File: src/rtl/cmp_pkg.sv
// Shared types and sizing helpers for the sequential magnitude comparator.
// The comparator walks its operands one chunk per clock, starting at the top chunk.
package cmp_pkg;

  typedef enum logic {
    IDLE = 1'b0,
    CMP  = 1'b1
  } state_t;

  // Number of chunks needed to cover width bits; the top chunk may be partial.
  function automatic int nchunk(input int width, input int chunk);
    return (width + chunk - 1) / chunk;
  endfunction

  function automatic int idx_width(input int n);
    return (n > 1) ? $clog2(n) : 1;
  endfunction

  localparam int DEF_WIDTH  = 8;
  localparam int DEF_CHUNK  = 3;
  localparam int DEF_NCHUNK = nchunk(DEF_WIDTH, DEF_CHUNK);
  localparam int IDXW       = idx_width(DEF_NCHUNK);

endpackage

File: src/rtl/chunk_cmp.sv
// Combinational unsigned compare of one CHUNK-bit slice of each operand.
module chunk_cmp #(
  parameter int CHUNK = 3
) (
  input  logic [CHUNK-1:0] x,
  input  logic [CHUNK-1:0] y,
  output logic             gt,
  output logic             eq,
  output logic             lt
);

  assign gt = (x > y);
  assign eq = (x == y);
  assign lt = (x < y);

endmodule

File: src/rtl/seq_mag_comparator.sv
// Multi-cycle signed/unsigned magnitude comparator with start/busy/valid handshake.
// Compares CHUNK bits per clock from the most significant end and exits at the first difference.
module seq_mag_comparator
  import cmp_pkg::*;
#(
  parameter int WIDTH = 8,
  parameter int CHUNK = 3
) (
  input  logic             clk,
  input  logic             rst_n,
  input  logic             start,
  input  logic             signed_mode,
  input  logic [WIDTH-1:0] a,
  input  logic [WIDTH-1:0] b,
  output logic             busy,
  output logic             valid,
  output logic             gt,
  output logic             eq,
  output logic             lt
);

  localparam int NCHUNK = nchunk(WIDTH, CHUNK);
  localparam int LIDXW  = idx_width(NCHUNK);

  state_t           state, next_state;
  logic [WIDTH-1:0] op_a, op_b, next_a, next_b;
  logic [LIDXW-1:0] idx, next_idx;
  logic             next_valid, next_gt, next_eq, next_lt;

  logic [WIDTH-1:0] shift_a, shift_b, flip;
  logic [CHUNK-1:0] chunk_a, chunk_b;
  logic             c_gt, c_eq, c_lt;

  // Flipping the sign bit maps two's complement onto offset binary, so unsigned chunk order is signed order.
  assign flip = {signed_mode, {(WIDTH-1){1'b0}}};

  // Shifting in zeros leaves the partial top chunk zero-extended.
  assign shift_a = op_a >> (int'(idx) * CHUNK);
  assign shift_b = op_b >> (int'(idx) * CHUNK);
  assign chunk_a = shift_a[CHUNK-1:0];
  assign chunk_b = shift_b[CHUNK-1:0];

  chunk_cmp #(.CHUNK(CHUNK)) u_chunk_cmp (
    .x  (chunk_a),
    .y  (chunk_b),
    .gt (c_gt),
    .eq (c_eq),
    .lt (c_lt)
  );

  assign busy = (state == CMP);

  always_comb begin
    next_state = state;
    next_a     = op_a;
    next_b     = op_b;
    next_idx   = idx;
    next_valid = 1'b0;
    next_gt    = gt;
    next_eq    = eq;
    next_lt    = lt;
    case (state)
      IDLE: begin
        if (start) begin
          next_a     = a ^ flip;
          next_b     = b ^ flip;
          next_idx   = LIDXW'(NCHUNK - 1);
          next_state = CMP;
        end
      end
      CMP: begin
        if (!c_eq) begin
          next_gt    = c_gt;
          next_eq    = 1'b0;
          next_lt    = c_lt;
          next_valid = 1'b1;
          next_state = IDLE;
        end else if (idx == '0) begin
          next_gt    = 1'b0;
          next_eq    = 1'b1;
          next_lt    = 1'b0;
          next_valid = 1'b1;
          next_state = IDLE;
        end else begin
          next_idx = idx - 1'b1;
        end
      end
      default: next_state = IDLE;
    endcase
  end

  always_ff @(posedge clk or negedge rst_n) begin
    if (!rst_n) begin
      state <= IDLE;
      op_a  <= '0;
      op_b  <= '0;
      idx   <= '0;
      valid <= 1'b0;
      gt    <= 1'b0;
      eq    <= 1'b0;
      lt    <= 1'b0;
    end else begin
      state <= next_state;
      op_a  <= next_a;
      op_b  <= next_b;
      idx   <= next_idx;
      valid <= next_valid;
      gt    <= next_gt;
      eq    <= next_eq;
      lt    <= next_lt;
    end
  end

endmodule

File: config.mk
export PLATFORM = sky130hd
export DESIGN_NAME = seq_mag_comparator
export DESIGN_NICKNAME = d
export VERILOG_FILES = /design/src/rtl/cmp_pkg.sv /design/src/rtl/chunk_cmp.sv /design/src/rtl/seq_mag_comparator.sv
export SDC_FILE = /design/constraint.sdc
export NUM_CORES = 1
export LEC_CHECK = 0
export ABC_CLOCK_PERIOD_IN_PS = 2900
export BUFFER_PORTS_ARGS = -buffer_cell sky130_fd_sc_hd__buf_2
export CAP_MARGIN = 10
export CORE_MARGIN = 4
export CORE_UTILIZATION = 50
export DETAILED_ROUTE_END_ITERATION = 10
export PLACE_DENSITY_LB_ADDON = 0.08
export SYNTH_ARGS = -nofsm -noshare
export SYNTH_HDL_FRONTEND = slang
export SYNTH_HIERARCHICAL = 1
export SYNTH_SLANG_ARGS = --single-unit
File: constraint.sdc
create_clock -name clk -period 2.9 [get_ports clk]
set_clock_uncertainty 0.1 [all_clocks]
set_input_delay 0.58 -clock clk [delete_from_list [all_inputs] [get_ports clk]]
set_output_delay 0.58 -clock clk [all_outputs]
set_load 0.005 [all_outputs]
After elaboration in Yosys (flattened, before gate mapping)
Index checks and enable logic that the tools add are counted.

Output and inout bits: 5. Logic and storage cells: 42. Flip-flop bits (word level): 23. Bits of input ports: 20.

Bitwise operators: 3. Equal/unequal tests: 5. $mul: 1. Add/sub/neg operators: 1. Shift-type cells: 2. Muxes and demuxes: 16. Reductions and logical operators: 4. $lt $le $gt $ge: 2.

Operators with widths (count): $shr A8 B32 Y3 (1); $xor A8 B8 Y8 (2); $mux W1 (11); $shr A8 B4 Y3 (1); $mux W2 (3); $mul A2 B2 Y4 const B (1); $ne A2 B1 Y1 const B (2); $ne A2 B2 Y1 const B (2); $pmux W2 S2 (1); $reduce_and A2 Y1 (2); $eq A3 B3 Y1 (1); $gt A3 B3 Y1 (1); $lt A3 B3 Y1 (1); $reduce_and A3 Y1 (1); $logic_not A2 Y1 (1); $pmux W1 S2 (1); $sub A2 B1 Y2 const B (1); $not A1 Y1 (1).

Depth between registers and ports, before layout
Gate-level depths: netlist (run 1).

Word-level depth: 5. Gate-level depth with buffers: 10. Mapped depth without buffers: 9.

Hierarchy
Netlist (run 1), hierarchy kept.

By module, submodules not included: seq_mag_comparator (cells each 81, instances 1, area each 1047.3 µm²); chunk_cmp (cells each 11, instances 1, area each 83.8 µm²).

Worst setup path after synthesis (run 1)
Ideal clock, no wire load.

Path type: flip-flop to flip-flop. From: reg idx[1]. To: reg lt. Data arrival time: 1.944 ns. Library setup time: 0.121 ns. Period minus slack after synthesis: 2.165 ns. Stages on the path, launching flop included: 11. Setup slack: 0.735 ns. Path buffers: 1. Cells stage by stage: dfrtp_1 buf_2 nor2b_1 nand2_1 o21ai_0 inv_1 ha_1 and3_4 nor2b_1 or2b_1 a22o_1.

Longest elaborated chain between the ends: 5. Elaborated cells between the ends (all ways): 9. Those cells by class: 1 x mul; 1 x order compare; 2 x eq/ne; 2 x shift; 1 x mux; 2 x reduce/logical.

Ends and longest elaborated chain: start: declaration (RTL line seq_mag_comparator.sv:27) `logic [LIDXW-1:0] idx, next_idx;`; start signal: assignment (RTL line seq_mag_comparator.sv:106) `idx <= next_idx;`; $mul A2 B2 Y4 (*) (RTL line seq_mag_comparator.sv:39) `assign shift_b = op_b >> (int'(idx) * CHUNK);`; $shr A8 B4 Y3 (*) (RTL line seq_mag_comparator.sv:39); via shift_b[1] (RTL line seq_mag_comparator.sv:30) `logic [WIDTH-1:0] shift_a, shift_b, flip;`; $eq A3 B3 Y1 (*) (RTL line chunk_cmp.sv:13) `assign eq = (x == y);`; via c_eq (RTL line seq_mag_comparator.sv:32) `logic c_gt, c_eq, c_lt;`; $ne A2 B1 Y1 (no line); $reduce_and A2 Y1 (no line); end signal: assignment (RTL line seq_mag_comparator.sv:110) `lt <= next_lt;`; end: declaration (RTL line seq_mag_comparator.sv:19) `output logic lt`.

Mark *: on every way through the listed nets, which the timed path passes. The rest lies on a longest branch. A chain may end at the register's enable or synchronous reset.

Worst setup path in the final report (run 1)
From: reg idx[0]. To: reg lt.

The elaborated chain is that of the path after synthesis.

==> results.cfg, run 1 <==
[power]
pwr-share-comb = 0.452
p_per_area_nw_per_um2 = 1050
p_total_mw = 1.34
peakVddDrop_mv = 0.492
p_seq_frac = 0.440
clockPowerShare = 0.108
switching_power_mw = 0.464
intPower_mw = 0.872
p_leak_nw = 0.643
p_sw_frac = 0.347

[floorplanning]
die_h_um = 55.6
die_w_um = 55.6
dieArea_sq_um = 3090
start_util = 0.549
row_count = 16
ios = 25
core-area_sq_um = 2060

[drt]
dr_wl_met2_um = 888
drc = 0
ant_nets = 0
drt_iter0_markers = 9
via_count = 740
met1_length_um = 862
wl_per_cell_um = 13.0
top_layer = met4
dr.pass1.iters = 4
met3_length_um = 94
totalWireLength_um = 1880
vias_per_cell = 5.14

[layout]
regArea_sq_um = 576
syn_to_final_growth_pct = 12.9
fill_cells = 180
drive_above_1_share = 0.368
nets = 142
fin_area_sq_um = 1280
most-common-layout-cells = buf_2, dfrtp_1, mux2_2
num_antenna_cells = 0
utilization = 0.620
fin_cells = 144
final_common_cell = buf_2
multi_input_area_sq_um = 492

[synth]
synth-main-ff-cell = dfrtp_1
synth_cell_types = 23
async_flop_share = 1.00
syn_avg_cell_area_sq_um = 12.3
syn_nets = 116
synthTopCellsByArea = dfrtp_1, mux2_2, mux2_4
synth.largest_area_cell = dfrtp_1
ys_ff_latch = 23
synth_area_sq_um = 1130
synth_edf_count = 0
seq_area_frac_synth = 0.509
yosys_warnings = 6
syn_inst = 92
yosysTopAreaCellShare = 0.509

[clock_network]
post_cts_resized = 0
cts-buffers-inserted = 3
cts-root-buf = clkbuf_4
clock_path_buffers = 2
cts_hold_buf = 0
h-tree-depth = 1
postCtsSetupBuffers = 0
clkTransAtPathRegs_ps = 120
clock_sinks = 23
cts_tree = yes
clock_latency_ps = 300

[critical_path]
start_kind = flop
cp.arrival_ps = 2480
rr_worst_depth = 9
cp.required_ps = 3010
r2r_slack_ps = 520
critPathLaunch = idx[0]
cp_max_fo = 10
crit_end = lt
worstSetupPathType = reg2reg
end_kind = flop
timing.rr.end = lt
r2r_start = idx[0]

[placement]
placedInstanceArea_sq_um = 1250
post-place-ws_ps = 555
dp_hpwl_um = 1440
gp_congestion = 0.784
place.port_buffers = 24
place_inst = 140

[grt]
grt_max_degree = 24
track_usage = 0.135
gr-total-overflow = 0
grt_antenna_before_repair = 0
grt_pass1_vias = 785
grt_pass1_wl_um = 3350

[timing]
fin_crit_sh = 0.819
worstMarginPinSlew_ps = 493
hold_viol = 0
fmax_ghz = 0.421
hold_ws_ps = 117
finalSetupTns_ps = 0
slew_headroom = 0.671
final_max_slew_viol_count = 0
rsz0062_at_grt = no
setup_slack_ps = 524
period_minus_slack_ps = 2380
final-setup-viol-count = 0

[run]
cap_violations = 0

[run_status]
outcome = complete, no violations

[worst_hold_path]
hold_path.class = in2async
worst max-delay path: stages (launching register included):
cell and delay (ps):
dfrtp_1 550, nor2b_1 290, nand2_1 80, o21ai_0 80, inv_1 60, ha_1 300, and3_4 160, nor2b_1 160
or2b_1 260, a22o_1 230
state kept, by name, summed over array words and instances, names as in the netlist:
register  cells
gt            1
valid         1
busy          1
op_a          8
op_b          8
lt            1
idx           2
eq            1
synthesized netlist by cell type, types with 2 or more instances:
cell type,n
buf_2,2
dfrtp_1,23
o21ai_0,4
nand2_1,4
a22o_1,2
inv_1,6
mux2_4,6
xnor2_1,2
mux2_2,8
nor2_1,5
nor2b_1,4
mux2i_1,6
a21oi_1,7
ha_1,4
worst min-delay path by stage:
stage	to	startpoint	slack, ps	cells after the start
floorplan	busy	rst_n	180	0
global placement	eq	eq	380	2
detailed placement	lt	lt	390	1
CTS	eq	rst_n	130	1
global route	lt	rst_n	150	1
finish	valid	rst_n	120	1
layer usage:
layer | track usage | up-vias
met5 | 0 | -
met4 | 0.0729 | 0
met3 | 0.0280 | 4
met2 | 0.221 | 17
met1 | 0.166 | 354
li1 | - | 365
final cells by class:
type | count | share of cell area
sequential | 23 | 0.451
clock buffer | 4 | 0.0206
timing repair buffer | 25 | 0.0999
multi-input combinational | 59 | 0.385
inverter | 6 | 0.0176
tap | 27 | 0.0264
power by group through the flow:
stage	combinational [mW]	sequential (mW)	clock [mW]
2_1_floorplan	0.531	0.542	0
3_5_place_dp	0.615	0.593	0
3_3_place_gp	0.591	0.592	0
6_report	0.604	0.588	0.144
5_1_grt	0.686	0.608	0.168
4_1_cts	0.615	0.588	0.153
logic make-up (layout without fill, tap and decap cells):
family                   Yosys count  after routing  share of synthesized area
AO/OA/AOI/OAI                     15             15                     0.0774
adder cells (fa/ha/maj)            4              4                     0.0442
XOR/XNOR                           2              2                     0.0155
multiplexers                      20             20                      0.212
flip-flops                        23             23                      0.509
buffers and inverters             10             35                     0.0564
AND/OR/NAND/NOR                   18             18                     0.0852
Note: power is estimated with default switching activity, not from simulation.
==> run 2, diff against run 1 <==
--- a/config.mk
+++ b/config.mk
@@ -5,11 +5,11 @@
 export SDC_FILE = /design/constraint.sdc
 export NUM_CORES = 1
 export LEC_CHECK = 0
-export ABC_CLOCK_PERIOD_IN_PS = 2900
+export ABC_CLOCK_PERIOD_IN_PS = 1950
 export BUFFER_PORTS_ARGS = -buffer_cell sky130_fd_sc_hd__buf_2
 export CAP_MARGIN = 10
 export CORE_MARGIN = 4
-export CORE_UTILIZATION = 50
+export CORE_UTILIZATION = 47
 export DETAILED_ROUTE_END_ITERATION = 10
 export PLACE_DENSITY_LB_ADDON = 0.08
 export SYNTH_ARGS = -nofsm -noshare
==> constraint.sdc (replaced) <==
create_clock -name clk -period 1.95 [get_ports clk]
set_clock_uncertainty 0.1 [all_clocks]
set_input_delay 0.39 -clock clk [delete_from_list [all_inputs] [get_ports clk]]
set_output_delay 0.39 -clock clk [all_outputs]
set_load 0.005 [all_outputs]
==> run 2 against run 1 <==
  * Setup slack worse by 650 ps
  * Critical path type unchanged
  * Global-route usage is 0.47 points lower
  * Hold slack improved by 88 ps
  * Clock power increased by 47%
  * Flip-flop and latch count did not move
  * Sequential power grew 49%
  * Die area up 5.5%
  * Largest cell class unchanged
  * The run now ends with setup timing left
  * Utilization grew 0.87 points
  * Count of clock-buffer cells in the layout unchanged
==> results.cfg, run 2 (same netlist as run 1, synthesis figures left out) <==
[floorplanning]
start_util = 0.502
ios = 25
dieArea_sq_um = 3260
core-area_sq_um = 2250
row_count = 17
die_h_um = 57.1
die_w_um = 57.1

[critical_path]
critical_path.cell_chain = nor2b_4, nand2_1, o21ai_1, inv_1, ha_1, and3_4, nor2b_4, or2b_1, a22o_1
cp.arrival_ps = 2180
slowest_stage = dfrtp_2
cpPeakStageDelay_ps = 500
cpMostUsedCell = nor2b_4
worstSetupPathType = reg2reg
end_kind = flop
cp.required_ps = 2060
start_kind = flop
cp_max_fo = 7

[power]
p_leak_nw = 0.707
pwr-share-comb = 0.553
clockPowerShare = 0.087
intPower_mw = 1.61
p_total_mw = 2.43
peakVddDrop_mv = 0.898
p_sw_frac = 0.336
p_seq_frac = 0.360
switching_power_mw = 0.818
p_per_area_nw_per_um2 = 1720

[grt]
use_met2 = 0.232
grt_pass1_wl_um = 3430
gr-total-overflow = 0
globalRouteMet3Util = 0.0430
grt_pass1_vias = 843
busiest_layer = met2
grt_max_degree = 24
grt_util_met1 = 0.153
grt_antenna_before_repair = 0
track_usage = 0.131

[layout]
largestRegisters = op_a x8, op_b x8, idx x2
nets = 153
final_common_cell = buf_2
drive_above_1_share = 0.477
most-common-layout-cells = buf_2, dfrtp_1, buf_4
num_antenna_cells = 0
syn_to_final_growth_pct = 25.2

[timing]
fmax_ghz = 0.482
setup_slack_ps = -125
finalSetupTns_ps = -308
fin_crit_sh = 1.06
period_minus_slack_ps = 2070
hold_viol = 0
final_max_slew_viol_count = 0
rsz0062_at_grt = yes
final-setup-viol-count = 4
slew_headroom = 0.662
worstMarginPinSlew_ps = 507

[run_status]
outcome = finished with violations
violations = setup timing

[clock_network]
clock_latency_ps = 300
cts-root-buf = clkbuf_4
cts-buffers-inserted = 3
h-tree-depth = 1
clock_sinks = 23
clkTransAtPathRegs_ps = 110
cts_tree = yes
clock_path_buffers = 2

[placement]
gp_congestion = 0.857
dp_hpwl_um = 1530
place.port_buffers = 24

[drt]
drt_iter0_markers = 9
drc = 0
via_count = 787
ant_nets = 0
vias_per_cell = 5.04
wl_per_cell_um = 12.9
dr.pass1.iters = 4
totalWireLength_um = 2020

[run]
cap_violations = 0

[worst_hold_path]
hold_path.class = in2reg
## run 2: per-layer routing
metal	vias up	wire length, um
met2	21	972
met1	377	911
met5	-	0
li1	385	-
met3	4	120
met4	0	14
## run 2: path summary, 6_finish.rpt
check / slack (ps) / cells past startpoint / from / end
worst max-delay path: -120 / 9 / idx[1] / lt
worst min-delay path: 210 / 2 / a[4] / op_a[4]
worst max register to register: -120 / 9 / idx[1] / lt
worst min register to register: 420 / 2 / eq / eq
max in group asynchronous: 910 / 2 / rst_n / idx[1]
min in group asynchronous: 470 / 2 / rst_n / valid
## run 2: power by group through the flow
stage / Clock, mW / Sequential (mW) / Combinational, mW
4_1_cts: 0.223 / 0.875 / 1.21
5_1_grt: 0.242 / 0.909 / 1.46
3_5_place_dp: 0 / 0.878 / 1.15
2_1_floorplan: 0 / 0.810 / 0.856
3_3_place_gp: 0 / 0.875 / 1.10
6_report: 0.212 / 0.875 / 1.34
## run 2: repair_timing
action,in CTS,in global routing
resized for setup,6,5
endpoints found under the setup margin,7,7
endpoints found under the hold margin,23,0
hold buffers,1,0
pin swaps,0,3
setup buffers,1,2
## run 2: stage by stage
step           cells  setup WS, ps  utilization  hold slack, ps  cell area, sq um
6_report         156          -125        0.628             205              1420
5_1_grt          156          -218        0.628             191              1420
4_1_cts          154          -121        0.613             196              1380
3_5_place_dp     148          -202        0.585             293              1320
3_3_place_gp     148          -185        0.585             280              1320
2_1_floorplan     92         -33.8            -           -5.59              1160
## run 2: worst max-delay path: cells and delay by family (launching register included)
| kind | cells | cell delay [ps] |
|---|---|---|
| and+or+nand+nor | 5 | 780 |
| adders and majority gates | 1 | 270 |
| buffers and inverters | 1 | 50 |
| AOI/OAI and AO/OA | 2 | 280 |
| DFF | 1 | 500 |
## run 2: area by class of cell
class,instances,area (sq um)
Fill cell,214,838
Timing Repair Buffer,36,220
Inverter,6,22.5
Sequential cell,23,578
Clock buffer,4,26.3
Multi-Input combinational cell,59,534
Tap cell,28,35.0
==> run 3, diff against run 2 <==
--- a/config.mk
+++ b/config.mk
@@ -5,13 +5,13 @@
 export SDC_FILE = /design/constraint.sdc
 export NUM_CORES = 1
 export LEC_CHECK = 0
-export ABC_CLOCK_PERIOD_IN_PS = 1950
 export BUFFER_PORTS_ARGS = -buffer_cell sky130_fd_sc_hd__buf_2
 export CAP_MARGIN = 10
 export CORE_MARGIN = 4
 export CORE_UTILIZATION = 47
 export DETAILED_ROUTE_END_ITERATION = 10
 export PLACE_DENSITY_LB_ADDON = 0.08
+export SETUP_SLACK_MARGIN = 0.2
 export SYNTH_ARGS = -nofsm -noshare
 export SYNTH_HDL_FRONTEND = slang
 export SYNTH_HIERARCHICAL = 1
==> run 3 against run 2 <==
  * The flow still finishes with violations (setup timing)
  * Combinational power is 7% lower
  * Clock power is 3% higher
  * Final cell count is 1.9% lower
  * Utilization is 1.3 points lower
  * Critical path type unchanged
==> results.cfg, run 3 (same netlist as run 1, synthesis figures left out) <==
[clock_network]
cts-buffers-inserted = 3
clkTransAtPathRegs_ps = 130
cts_tree = yes
clock_sinks = 23
cts-root-buf = clkbuf_4
h-tree-depth = 1
clock_latency_ps = 310
clock_path_buffers = 2

[floorplanning]
dieArea_sq_um = 3260
row_count = 17
start_util = 0.502
ios = 25
core-area_sq_um = 2250
die_h_um = 57.1
die_w_um = 57.1

[layout]
regArea_sq_um = 578
utilization = 0.615
most-common-layout-cells = buf_2, dfrtp_1, mux2_2
fin_area_sq_um = 1390
multi_input_area_sq_um = 531
final_common_cell = buf_2
num_antenna_cells = 0
syn_to_final_growth_pct = 22.6
fill_cells = 200
largestRegisters = op_a x8, op_b x8, idx x2
nets = 150
drive_above_1_share = 0.456

[grt]
grt_max_degree = 24
grt_antenna_before_repair = 0
grt_pass1_vias = 801
track_usage = 0.137
grt_pass1_wl_um = 3550
gr-total-overflow = 0

[run_status]
violations = setup timing
outcome = finished with violations

[drt]
drc = 0
dr.pass1.iters = 4
wl_per_cell_um = 13.3
drt_iter0_markers = 7
vias_per_cell = 4.99
via_count = 763
ant_nets = 0
totalWireLength_um = 2040

[placement]
gp_congestion = 0.741
dp_hpwl_um = 1490
place.port_buffers = 24
placedInstanceArea_sq_um = 1310
post-place-ws_ps = -191

[critical_path]
r2r_start = idx[1]
end_kind = flop
start_kind = flop
worstSetupPathType = reg2reg
cp.arrival_ps = 2190
rr_worst_depth = 8
r2r_slack_ps = -130
crit_end = lt
cp_max_fo = 8
cp.required_ps = 2060
critPathLaunch = idx[1]
timing.rr.end = lt

[power]
p_leak_nw = 0.690
p_per_area_nw_per_um2 = 1690
peakVddDrop_mv = 0.827

[timing]
setup_slack_ps = -134
final_max_slew_viol_count = 0
final-setup-viol-count = 3
period_minus_slack_ps = 2080
rsz0062_at_grt = yes
finalSetupTns_ps = -309
hold_viol = 0
worstMarginPinSlew_ps = 499
slew_headroom = 0.667
fin_crit_sh = 1.07
fmax_ghz = 0.480

[worst_hold_path]
hold_path.class = in2reg
whs_path_depth = 2

[run]
cap_violations = 0
==> run 3: cell types whose count changed in the layout (fill, tap and decap cells not counted) <==
cell,change
a21oi_1,+1
buf_4,-2
a21oi_2,-1
o21ai_1,-1
buf_6,-1
o21ai_0,+1
==> run 3: worst min path at each step <==
stage | start | to | slack [ps]
finish | b[1] | op_b[1] | 200
global placement | rst_n | valid | 280
floorplan | rst_n | busy | -6
detailed placement | rst_n | valid | 290
CTS | b[1] | op_b[1] | 190
global route | b[0] | op_b[0] | 180
==> run 3: through the flow <==
stage | power [mW] | cells | hold WS [ps]
after CTS | 2.30 | 152 | 195
after global placement | 1.94 | 147 | 279
after detailed placement | 1.98 | 147 | 289
final | 2.34 | 153 | 202
after global routing | 2.54 | 153 | 185
after floorplan | 1.67 | 92 | -5.59
==> run 3: worst max-delay path, cell delays in order, from the launching register on <==
cell     delay [ps]
dfrtp_2         510
buf_4           160
nor2_1           90
inv_1            50
ha_1            310
and3_4          180
nor2b_4         120
or2b_1          250
a22o_1          210
==> run 3: timing repair <==
item / 4_1_cts / 5_1_grt
hold buffers: 1 / 0
resized for setup: 7 / 1
endpoints found under the setup margin: 7 / 7
endpoints found under the hold margin: 23 / 0
setup buffers: 0 / 1
pin swaps: 0 / 2
==> run 3: power breakdown <==
| group | total [mW] | internal [mW] | switching [mW] |
|---|---|---|---|
| combinational | 1.25 | 0.760 | 0.488 |
| clock | 0.219 | 0.0798 | 0.139 |
| sequential | 0.876 | 0.704 | 0.172 |
| total | 2.34 | 1.54 | 0.799 |
==> run 3: layer usage <==
layer  vias up  share of wire  track usage
met5         -              0            0
met4         0         0.0083       0.0497
met3         2          0.046       0.0271
met2        15           0.48        0.227
met1       362           0.47        0.178
li1        384              -            -
==> run 3: layout make-up <==
class / instances / share of cell area
clock buffers: 4 / 0.0190
inverters: 6 / 0.0162
multi-input cells: 59 / 0.383
flip-flops and latches: 23 / 0.417
well taps: 28 / 0.0253
repair buffers: 33 / 0.140
